===== src/rtl/ifetch_pkg.sv =====
`default_nettype none
// ============================================================================
// Module   : ifetch_pkg
// Purpose  : Shared types, widths and helpers for the instruction fetch unit.
// Revision : 1.0 - initial release
// ============================================================================

// Platform-wide widths; normally provided by the system defines header.
`ifndef XLEN
`define XLEN 32
`endif
`ifndef PC_RESET_ADDR
`define PC_RESET_ADDR 32'h8000_0000
`endif

package ifetch_pkg;

   localparam int INSTR_W = 32;

   // One decoded-side entry: the fetched word together with its PC.
   typedef struct packed {
      logic [`XLEN-1:0]   pc;
      logic [INSTR_W-1:0] instr;
   } ifetch_entry_t;

   // Width of a counter that must hold every value 0..depth inclusive.
   function automatic int cnt_width(input int depth);
      return $clog2(depth + 1);
   endfunction

endpackage

`default_nettype wire


===== src/rtl/mod_ifetch_fifo.sv =====
`default_nettype none
// ============================================================================
// Module   : mod_sync_fifo
// Purpose  : Small synchronous FIFO with single-cycle flush. Head is visible
//            combinationally; flush dominates push and pop in the same cycle.
// Revision : 1.0 - initial release
// ============================================================================

module mod_sync_fifo
   import ifetch_pkg::*;
#(
   parameter int WIDTH = 32,
   parameter int DEPTH = 2
) (
   input  logic                         clk_i,
   input  logic                         rst_ni,
   input  logic                         flush_i,
   input  logic                         push_i,
   input  logic [WIDTH-1:0]             data_i,
   input  logic                         pop_i,
   output logic [WIDTH-1:0]             data_o,
   output logic [cnt_width(DEPTH)-1:0]  count_o
);

   localparam int CW = cnt_width(DEPTH);
   localparam int PW = $clog2(DEPTH);

   logic [WIDTH-1:0] mem_q [DEPTH];
   logic [WIDTH-1:0] mem_d [DEPTH];
   logic [PW-1:0]    wptr_q, wptr_d;
   logic [PW-1:0]    rptr_q, rptr_d;
   logic [CW-1:0]    count_q, count_d;
   logic             w_do_push;
   logic             w_do_pop;

   // Next-state pointers, occupancy and storage; a push into a full FIFO is
   // only honoured when the head leaves in the same cycle.
   always_comb begin
      w_do_pop  = pop_i & (count_q != '0);
      w_do_push = push_i & ((count_q < CW'(DEPTH)) | w_do_pop);
      mem_d     = mem_q;
      wptr_d    = wptr_q;
      rptr_d    = rptr_q;
      count_d   = count_q;
      if (flush_i) begin
         wptr_d  = '0;
         rptr_d  = '0;
         count_d = '0;
      end else begin
         if (w_do_push) begin
            mem_d[wptr_q] = data_i;
            wptr_d        = wptr_q + PW'(1);
         end
         if (w_do_pop) begin
            rptr_d = rptr_q + PW'(1);
         end
         count_d = count_q + CW'(w_do_push) - CW'(w_do_pop);
      end
   end

   // State registers with asynchronous clear.
   always_ff @(posedge clk_i or negedge rst_ni) begin
      if (!rst_ni) begin
         for (int i = 0; i < DEPTH; i++) begin
            mem_q[i] <= '0;
         end
         wptr_q  <= '0;
         rptr_q  <= '0;
         count_q <= '0;
      end else begin
         mem_q   <= mem_d;
         wptr_q  <= wptr_d;
         rptr_q  <= rptr_d;
         count_q <= count_d;
      end
   end

   assign data_o  = mem_q[rptr_q];
   assign count_o = count_q;

endmodule

`default_nettype wire


===== src/rtl/mod_ifetch.sv =====
`default_nettype none
// ============================================================================
// Module   : mod_ifetch
// Purpose  : Instruction fetch unit. Issues in-order word requests against the
//            PC register, tags them with their PC, buffers responses and hands
//            {pc, instr} to decode. A redirect flushes the buffer and drops
//            every response still in flight.
// Revision : 1.0 - initial release
// ============================================================================

module mod_ifetch
   import ifetch_pkg::*;
#(
   parameter int FIFO_DEPTH = 2
) (
   input  logic               clk_i,
   input  logic               rst_ni,
   input  logic [`XLEN-1:0]   pc_i,
   input  logic               pc_stb_i,
   output logic               stall_o,
   output logic               imem_req_o,
   output logic [`XLEN-1:0]   imem_addr_o,
   input  logic               imem_gnt_i,
   input  logic               imem_rvalid_i,
   input  logic [INSTR_W-1:0] imem_rdata_i,
   output logic               instr_valid_o,
   output logic [INSTR_W-1:0] instr_o,
   output logic [`XLEN-1:0]   instr_pc_o,
   input  logic               instr_ready_i
);

   localparam int CW = cnt_width(FIFO_DEPTH);
   localparam int SW = CW + 1;
   localparam int EW = $bits(ifetch_entry_t);

   logic [CW-1:0]    outstanding_q, outstanding_d;
   logic [CW-1:0]    discard_q, discard_d;
   ifetch_entry_t    last_q, last_d;

   logic [CW-1:0]    w_fcount;
   logic [CW-1:0]    w_unused_tag_count;
   logic [1:0]       w_unused_pc_lsb;
   logic [`XLEN-1:0] w_tag_head;
   logic [EW-1:0]    w_head_bits;
   ifetch_entry_t    w_head;
   ifetch_entry_t    w_push_entry;
   logic [SW-1:0]    w_committed;
   logic             w_credit;
   logic             w_req;
   logic             w_accept;
   logic             w_rsp_keep;
   logic             w_pop;

   // Issue/credit decisions from registered counters only; a redirect blocks
   // issue and swallows any response and decode pop in the same cycle.
   always_comb begin
      w_committed = ({1'b0, outstanding_q} - {1'b0, discard_q}) + {1'b0, w_fcount};
      w_credit    = (w_committed < SW'(FIFO_DEPTH)) && (outstanding_q < CW'(FIFO_DEPTH));
      w_req       = w_credit & ~pc_stb_i & rst_ni;
      w_accept    = w_req & imem_gnt_i;
      w_rsp_keep  = imem_rvalid_i & (discard_q == '0) & ~pc_stb_i;
      w_pop       = instr_valid_o & instr_ready_i & ~pc_stb_i;
   end

   // Outstanding/discard bookkeeping; a redirect marks every live request stale.
   always_comb begin
      outstanding_d = outstanding_q + CW'(w_accept) - CW'(imem_rvalid_i);
      discard_d     = discard_q;
      if (pc_stb_i) begin
         if (imem_rvalid_i && (outstanding_q != '0)) begin
            discard_d = outstanding_q - CW'(1);
         end else begin
            discard_d = outstanding_q;
         end
      end else if (imem_rvalid_i && (discard_q != '0)) begin
         discard_d = discard_q - CW'(1);
      end
   end

   // Remember the last head shown so the outputs hold it while the buffer is empty.
   always_comb begin
      last_d = instr_valid_o ? w_head : last_q;
   end

   // Counters and held output entry.
   always_ff @(posedge clk_i or negedge rst_ni) begin
      if (!rst_ni) begin
         outstanding_q <= '0;
         discard_q     <= '0;
         last_q        <= '0;
      end else begin
         outstanding_q <= outstanding_d;
         discard_q     <= discard_d;
         last_q        <= last_d;
      end
   end

   // PCs of accepted requests, consumed in order by non-stale responses.
   mod_sync_fifo #(
      .WIDTH (`XLEN),
      .DEPTH (FIFO_DEPTH)
   ) u_tag_q (
      .clk_i   (clk_i),
      .rst_ni  (rst_ni),
      .flush_i (pc_stb_i),
      .push_i  (w_accept),
      .data_i  (pc_i),
      .pop_i   (w_rsp_keep),
      .data_o  (w_tag_head),
      .count_o (w_unused_tag_count)
   );

   assign w_push_entry.pc    = w_tag_head;
   assign w_push_entry.instr = imem_rdata_i;

   // Instruction buffer feeding decode.
   mod_sync_fifo #(
      .WIDTH (EW),
      .DEPTH (FIFO_DEPTH)
   ) u_instr_q (
      .clk_i   (clk_i),
      .rst_ni  (rst_ni),
      .flush_i (pc_stb_i),
      .push_i  (w_rsp_keep),
      .data_i  (w_push_entry),
      .pop_i   (w_pop),
      .data_o  (w_head_bits),
      .count_o (w_fcount)
   );

   assign w_head          = w_head_bits;
   assign w_unused_pc_lsb = pc_i[1:0];

   assign imem_req_o    = w_req;
   assign imem_addr_o   = {pc_i[`XLEN-1:2], 2'b00};
   assign stall_o       = ~w_accept;
   assign instr_valid_o = (w_fcount != '0);
   assign instr_o       = instr_valid_o ? w_head.instr : last_q.instr;
   assign instr_pc_o    = instr_valid_o ? w_head.pc    : last_q.pc;

   // A response can only come back for a request that is still in flight.
   a_rvalid_needs_outstanding : assert property (
      @(posedge clk_i) disable iff (!rst_ni) imem_rvalid_i |-> (outstanding_q != '0));

endmodule

`default_nettype wire


===== config.mk =====
export PLATFORM = sky130hd
export DESIGN_NAME = mod_ifetch
export DESIGN_NICKNAME = d
export VERILOG_FILES = /design/src/rtl/ifetch_pkg.sv /design/src/rtl/mod_ifetch_fifo.sv /design/src/rtl/mod_ifetch.sv
export SDC_FILE = /design/constraint.sdc
export NUM_CORES = 1
export LEC_CHECK = 0
export ABC_AREA = 1
export CAP_MARGIN = 20
export CELL_PAD_IN_SITES_DETAIL_PLACEMENT = 0
export CELL_PAD_IN_SITES_GLOBAL_PLACEMENT = 1
export CORE_MARGIN = 10
export CORE_UTILIZATION = 41
export CTS_BUF_LIST = sky130_fd_sc_hd__clkbuf_4 sky130_fd_sc_hd__clkbuf_8 sky130_fd_sc_hd__clkbuf_16
export DETAILED_ROUTE_END_ITERATION = 10
export MAX_ROUTING_LAYER = met4
export PLACE_DENSITY_LB_ADDON = 0.3
export SYNTH_ARGS = -nofsm -noshare
export SYNTH_HDL_FRONTEND = slang
export SYNTH_SLANG_ARGS = --single-unit

===== constraint.sdc =====
create_clock -name clk_i -period 3.6 [get_ports clk_i]
set_input_delay 1.08 -clock clk_i [delete_from_list [all_inputs] [get_ports clk_i]]
set_output_delay 1.08 -clock clk_i [all_outputs]
set_load 0.05 [all_outputs]

Yosys cells after proc, flatten, opt, wreduce, memory -nomap -nowiden
Cells that the tools add are included.

storage, ports and cells
  register bits = 268
  bits in latches = 0
  memory bits (writable) = 0
  memory bits (read-only) = 0
  input bits = 70
  output and inout bits = 99
  logic and storage cells = 101
  memories = 0

cells by class
  add/subtract/negate cells = 14
  multiply operators = 0
  div/mod/pow operators = 0
  magnitude comparators = 10
  equality and inequality tests = 0
  shift-type cells = 0
  multiplexer cells = 27
  bitwise operators = 19
  reductions and logical operators = 17

operators by type and width
  kind                                                count
  2-to-1 mux 64 bit                                   4
  2-to-1 mux 32 bit                                   6
  bitwise mux 128 bit                                 1
  bitwise mux 64 bit                                  1
  demux 64 bit (select 1 bit)                         1
  demux 32 bit (select 1 bit)                         1
  nonzero test 2 bit                                  9
  bitwise AND 1 bit                                   11
  2-to-1 mux 2 bit                                    5
  >= comparator 2 bit, second input constant          4
  2-to-1 mux 1 bit                                    8
  inverter 1 -> 2 bit                                 4
  adder 2 x 1 -> 2 bit                                3
  < comparator 2 bit, second input constant           3
  subtractor 2 x 1 -> 2 bit                           3
  logical AND 1 bit                                   5
  adder 1 bit, second input constant                  4
  < comparator 2 x 1 -> 1 bit, second input constant  2
  AND reduction 2 bit                                 2
  subtractor 2 x 1 -> 2 bit, second input constant    2
  adder 3 x 2 -> 3 bit                                1
  < comparator 3 x 2 -> 1 bit, second input constant  1
  subtractor 2 x 2 -> 3 bit                           1
  zero test 2 bit                                     1
  2 further kinds                                     4

Depth between registers and ports, before layout
  word-level depth = 11
  mapped depth = 13
  depth with buffers taken out = 13

Modules after synthesis
Synthesis repeated with hierarchy kept, for this count alone.

second synthesis, totals
  cells, all modules = 1,594
  area, all modules = 12,801.0 um2

modules (own cells, without submodules)
  module                     instances  cells an instance  area an instance (um2)  seq. area each (um2)
  mod_sync_fifo (u_instr_q)  1          810                6,358.6                 3,303.2
  mod_sync_fifo (u_tag_q)    1          421                3,320.7                 1,701.6
  mod_ifetch                 1          363                3,121.7                 1,701.6

Worst setup path before layout
Ideal clock, no wire load.

  path type = flip-flop to output port
  start = reg outstanding_q[1]
  end = out imem_req_o
  data arrival time = 2.141 ns
  data required time = 2.520 ns
  slack = 0.379 ns
  stages on the path, launching flop included = 8
  buffers on the path = 0
  path through = dfrtp_1 fa_1 inv_1 fa_1 nand2_1 inv_1 nand2_1 nor2_2

between the ends
  word-level cells in the longest chain between the ends = 6
  elaborated cells on any way between the ends = 7
  classes of those cells = add/sub (2); order compare (2); bitwise (2); reduce/logical (1)

ends and longest elaborated chain
  what                               RTL line          text
  start: declaration                 mod_ifetch.sv:36  logic [CW-1:0] outstanding_q, outstanding_d;
  start signal: assignment           mod_ifetch.sv:92  outstanding_q <= outstanding_d;
  subtractor 2 x 2 -> 3 bit          mod_ifetch.sv:57  w_committed = ({1'b0, outstanding_q} - {1'b0, discard_q}) + {1'b0, w_fcount};
  adder 3 x 2 -> 3 bit               mod_ifetch.sv:57
  < comparator 3 x 2 -> 1 bit        mod_ifetch.sv:58  w_credit = (w_committed < SW'(FIFO_DEPTH)) && (outstanding_q < CW'(FIFO_DEPTH));
  logical AND 1 bit *                mod_ifetch.sv:58
  bitwise AND 1 bit * (2 in series)  mod_ifetch.sv:59  w_req = w_credit & ~pc_stb_i & rst_ni;
  end: declaration                   mod_ifetch.sv:21  output logic imem_req_o,

Mark *: on every way between the ends. The rest lies on a longest branch, timed or not.

Worst setup path in the final report
  start = reg u_instr_q.count_q[0] (netlist: u_instr_q.count_o[0])
  end = out stall_o

between the ends
  word-level cells in the longest chain between the ends = 7

ends and longest elaborated chain
  what                             RTL line               text
  start: declaration               mod_ifetch_fifo.sv:32  logic [CW-1:0] count_q, count_d;
  start signal: assignment         mod_ifetch_fifo.sv:74  count_q <= count_d;
  adder 3 x 2 -> 3 bit             mod_ifetch.sv:57
  < comparator 3 x 2 -> 1 bit      mod_ifetch.sv:58
  logical AND 1 bit                mod_ifetch.sv:58
  bitwise AND 1 bit (2 in series)  mod_ifetch.sv:59
  bitwise AND 1 bit                mod_ifetch.sv:60       w_accept = w_req & imem_gnt_i;
  inverter 1 bit                   mod_ifetch.sv:136      assign stall_o = ~w_accept;
  end: declaration                 mod_ifetch.sv:20       output logic stall_o,

Every way passes these cells.

==> impl_metrics.toml <==
[outcome]
outcome = "finished clean"

[route]
detail-route-antenna-nets = 0
routedWlPerCell_um = 15.7
drtIter0Drc = 706
via_per_inst = 4.77
drcViolationCount = 0
wirelength_um = 28800
vias = 8707
firstDrtPassIters = 5

[finish]
multiInputGateArea_um2 = 4100
final_cell_area_um2 = 15200
final.fill_count = 2530
utilization = 0.547
seqCellArea_um2 = 6710
antenna_cells = 0
drive_above_1_share = 0.167
nets = 1507
area_growth_pct = 31.2

[synthesis]
synth_largest_area_cell = "dfrtp_1"
avgSynthCellArea_um2 = 8.87
synth_edf_count = 0
synthCells = 1311
synthesis.area_um2 = 11600
synth_area_leaders = "dfrtp_1 (58%), nand2_1 (17%), a31oi_1 (3.4%)"
async_reset_ff_frac = 1.00
seq_area_frac_synth = 0.577
ys_seq_elements = 268
synth_most_common_cell = "nand2_1"
synth_cell_types = 27
synthTopCellsByCount = "nand2_1 (529), dfrtp_1 (268), nor2_1 (76)"
synth.top_cell.area_share = 0.577
synth_flop_cell = "dfrtp_1"
ys.warnings.count = 0

[timing]
rsz0062_at_grt = "yes"
period_share = 0.990
slew_viol_final = 0
period_needed_ns = 3.56
hold_ws_ns = 0.350
max_slew_margin = 0.335
setup_viol = 0
clock.fmax_mhz = 281
hold_violations = 0
setup_tns_ns = 0
finClkSkew_ns = 0.0250
tightest_slew_ns = 0.998

[clock_tree]
clockRootBuffer = "clkbuf_16"
clock_sinks = 268
cts_buffers = 30
cts_tree = "yes"
clk-insertion-delay-late_ns = 0.56
ctsHoldBuffers = 0
h-tree-depth = 1
cts.clk_slew.worst_paths_ns = 0.06
cts.path.max_buffers = 3

[floorplanning]
coreArea_um2 = 27900
die_h_um = 188
die_area_um2 = 35500
num_rows = 61
ios = 169
initial_core_util = 0.417
die_x_um = 188

[worst_hold_path]
hold_path_class = "in2async"

[power]
ir_worst_vdd_mv = 0.435
total_power_mw = 15.2
power_density_nw_per_um2 = 997
p_leak_nw = 7.57

[place]
portBuffers = 166
gp_congestion = 0.769
hpwl_um = 17800
place_area_um2 = 14100

[global_route]
grt_pass1_vias = 8937
grt_pass1_wl_um = 47600
grt-ovfl-total = 0
grt_max_degree = 80
antenna_found_initial = 0
grt_usage = 0.165

[critical_path]
crit_slowest_cell = "fa_1"
crit_family = "adder cells"
crit_arrival_ns = 2.48
cp_num_buf_inv = 2
cp-start-kind = "register"
path_class = "reg2out"
cpPeakStageDelay_ns = 0.55
worstPathRequired_ns = 2.52
critical_path.cell_chain = "inv_2 -> ha_4 -> or2_4 -> fa_1 -> nand2_2 -> nor2_2 -> nand3_2 -> buf_6"
cp_max_fo = 2
cp-end-kind = "primary output"

[flow_run]
drv_cap = 0
[metrics by stage]
stage,std cells,setup WS [ns]
after detailed placement,1765,0.321
after global routing,1827,-0.0761
after global placement,1765,0.323
after CTS,1825,-0.0134
final,1827,0.0369
after floorplan,1312,0.379
[power breakdown]
| group | switching [mW] | internal, mW |
|---|---|---|
| Combinational | 4.43 | 2.93 |
| Sequential | 0.466 | 4.13 |
| Clock | 1.22 | 2.02 |
| Total | 6.11 | 9.08 |
[layout make-up]
class                   instances  share of cell area
flip-flops and latches        268               0.440
repair buffers                195               0.175
multi-input cells             872               0.269
inverters                      60              0.0148
clock inverters                 9              0.0107
well taps                     378              0.0310
clock buffers                  45              0.0595
[state kept, by name, indices dropped and copies added (netlist names)]
signal,cells
u_tag_q.mem_q,64
u_tag_q.count_o,2
u_instr_q.wptr_q,1
u_instr_q.count_o,2
u_tag_q.rptr_q,1
outstanding_q,2
u_instr_q.mem_q,128
u_instr_q.rptr_q,1
u_tag_q.wptr_q,1
last_q,64
discard_q,2
[final timing paths]
| path | from | cells past startpoint | end | slack [ns] |
|---|---|---|---|---|
| setup reg to reg | u_instr_q.count_o[0]$_DFF_PN0_ | 12 | u_tag_q.mem_q[36]$_DFFE_PN0P_ | 0.95 |
| hold / removal | rst_ni | 1 | last_q[10]$_DFFE_PN0N_ | 0.35 |
| min in group clk_i | u_tag_q.mem_q[20]$_DFFE_PN0P_ | 2 | u_tag_q.mem_q[20]$_DFFE_PN0P_ | 0.46 |
| hold reg to reg | u_tag_q.mem_q[20]$_DFFE_PN0P_ | 2 | u_tag_q.mem_q[20]$_DFFE_PN0P_ | 0.46 |
| setup / recovery | u_instr_q.count_o[0]$_DFF_PN0_ | 8 | stall_o | 0.04 |
| max in group asynchronous | rst_ni | 3 | u_instr_q.mem_q[100]$_DFFE_PN0P_ | 1.54 |
[worst register-to-register path: stages (launching register included)]
cell and delay (ns):
dfrtp_1 0.40, inv_2 0.09, ha_4 0.20, or2_4 0.23, fa_1 0.55, nand2_2 0.06, nor2_2 0.14, nand3_2 0.10
buf_4 0.16, nor2_4 0.10, buf_4 0.32, nand3_1 0.14, nand2_1 0.10
[layout by cell type, fill, tap and decap left out, types with 3 or more instances in the layout]
master	n
o21ai_0	53
nand2_1	527
dfrtp_2	3
clkbuf_16	30
nand3_1	67
nor2_1	74
o21ai_2	4
o21ai_1	16
inv_2	9
buf_12	80
bufinv_16	4
mux2_2	32
inv_1	51
a31oi_1	63
clkinv_2	3
clkbuf_8	7
ha_1	7
xnor2_1	3
xor2_1	4
dfrtp_1	265
clkbuf_4	8
clkdlybuf4s50_1	69
buf_4	43
[cell families after synthesis]
family                   share of synthesized area
AO/OA/AOI/OAI                               0.0694
XOR/XNOR                                   0.00528
adder cells (fa/ha/maj)                     0.0121
buffers and inverters                       0.0751
flip-flops                                   0.577
multiplexers                                0.0310
other                                     0.000323
AND/OR/NAND/NOR                              0.230
[metal layers]
metal,track usage,vias to the layer above,part of all wire,wire length [µm]
li1,-,4375,-,-
met1,0.228,4101,0.50,14400
met2,0.252,196,0.44,12700
met3,0.0270,35,0.042,1210
met4,0.0339,0,0.016,456
met5,-,-,0,0
[timing repair]
item	CTS	global route
resized for setup	10	2
endpoints found under the setup margin	2	3
buffers inserted	6	1
pin swaps	7	1
Power figures use the tool's default switching activity.
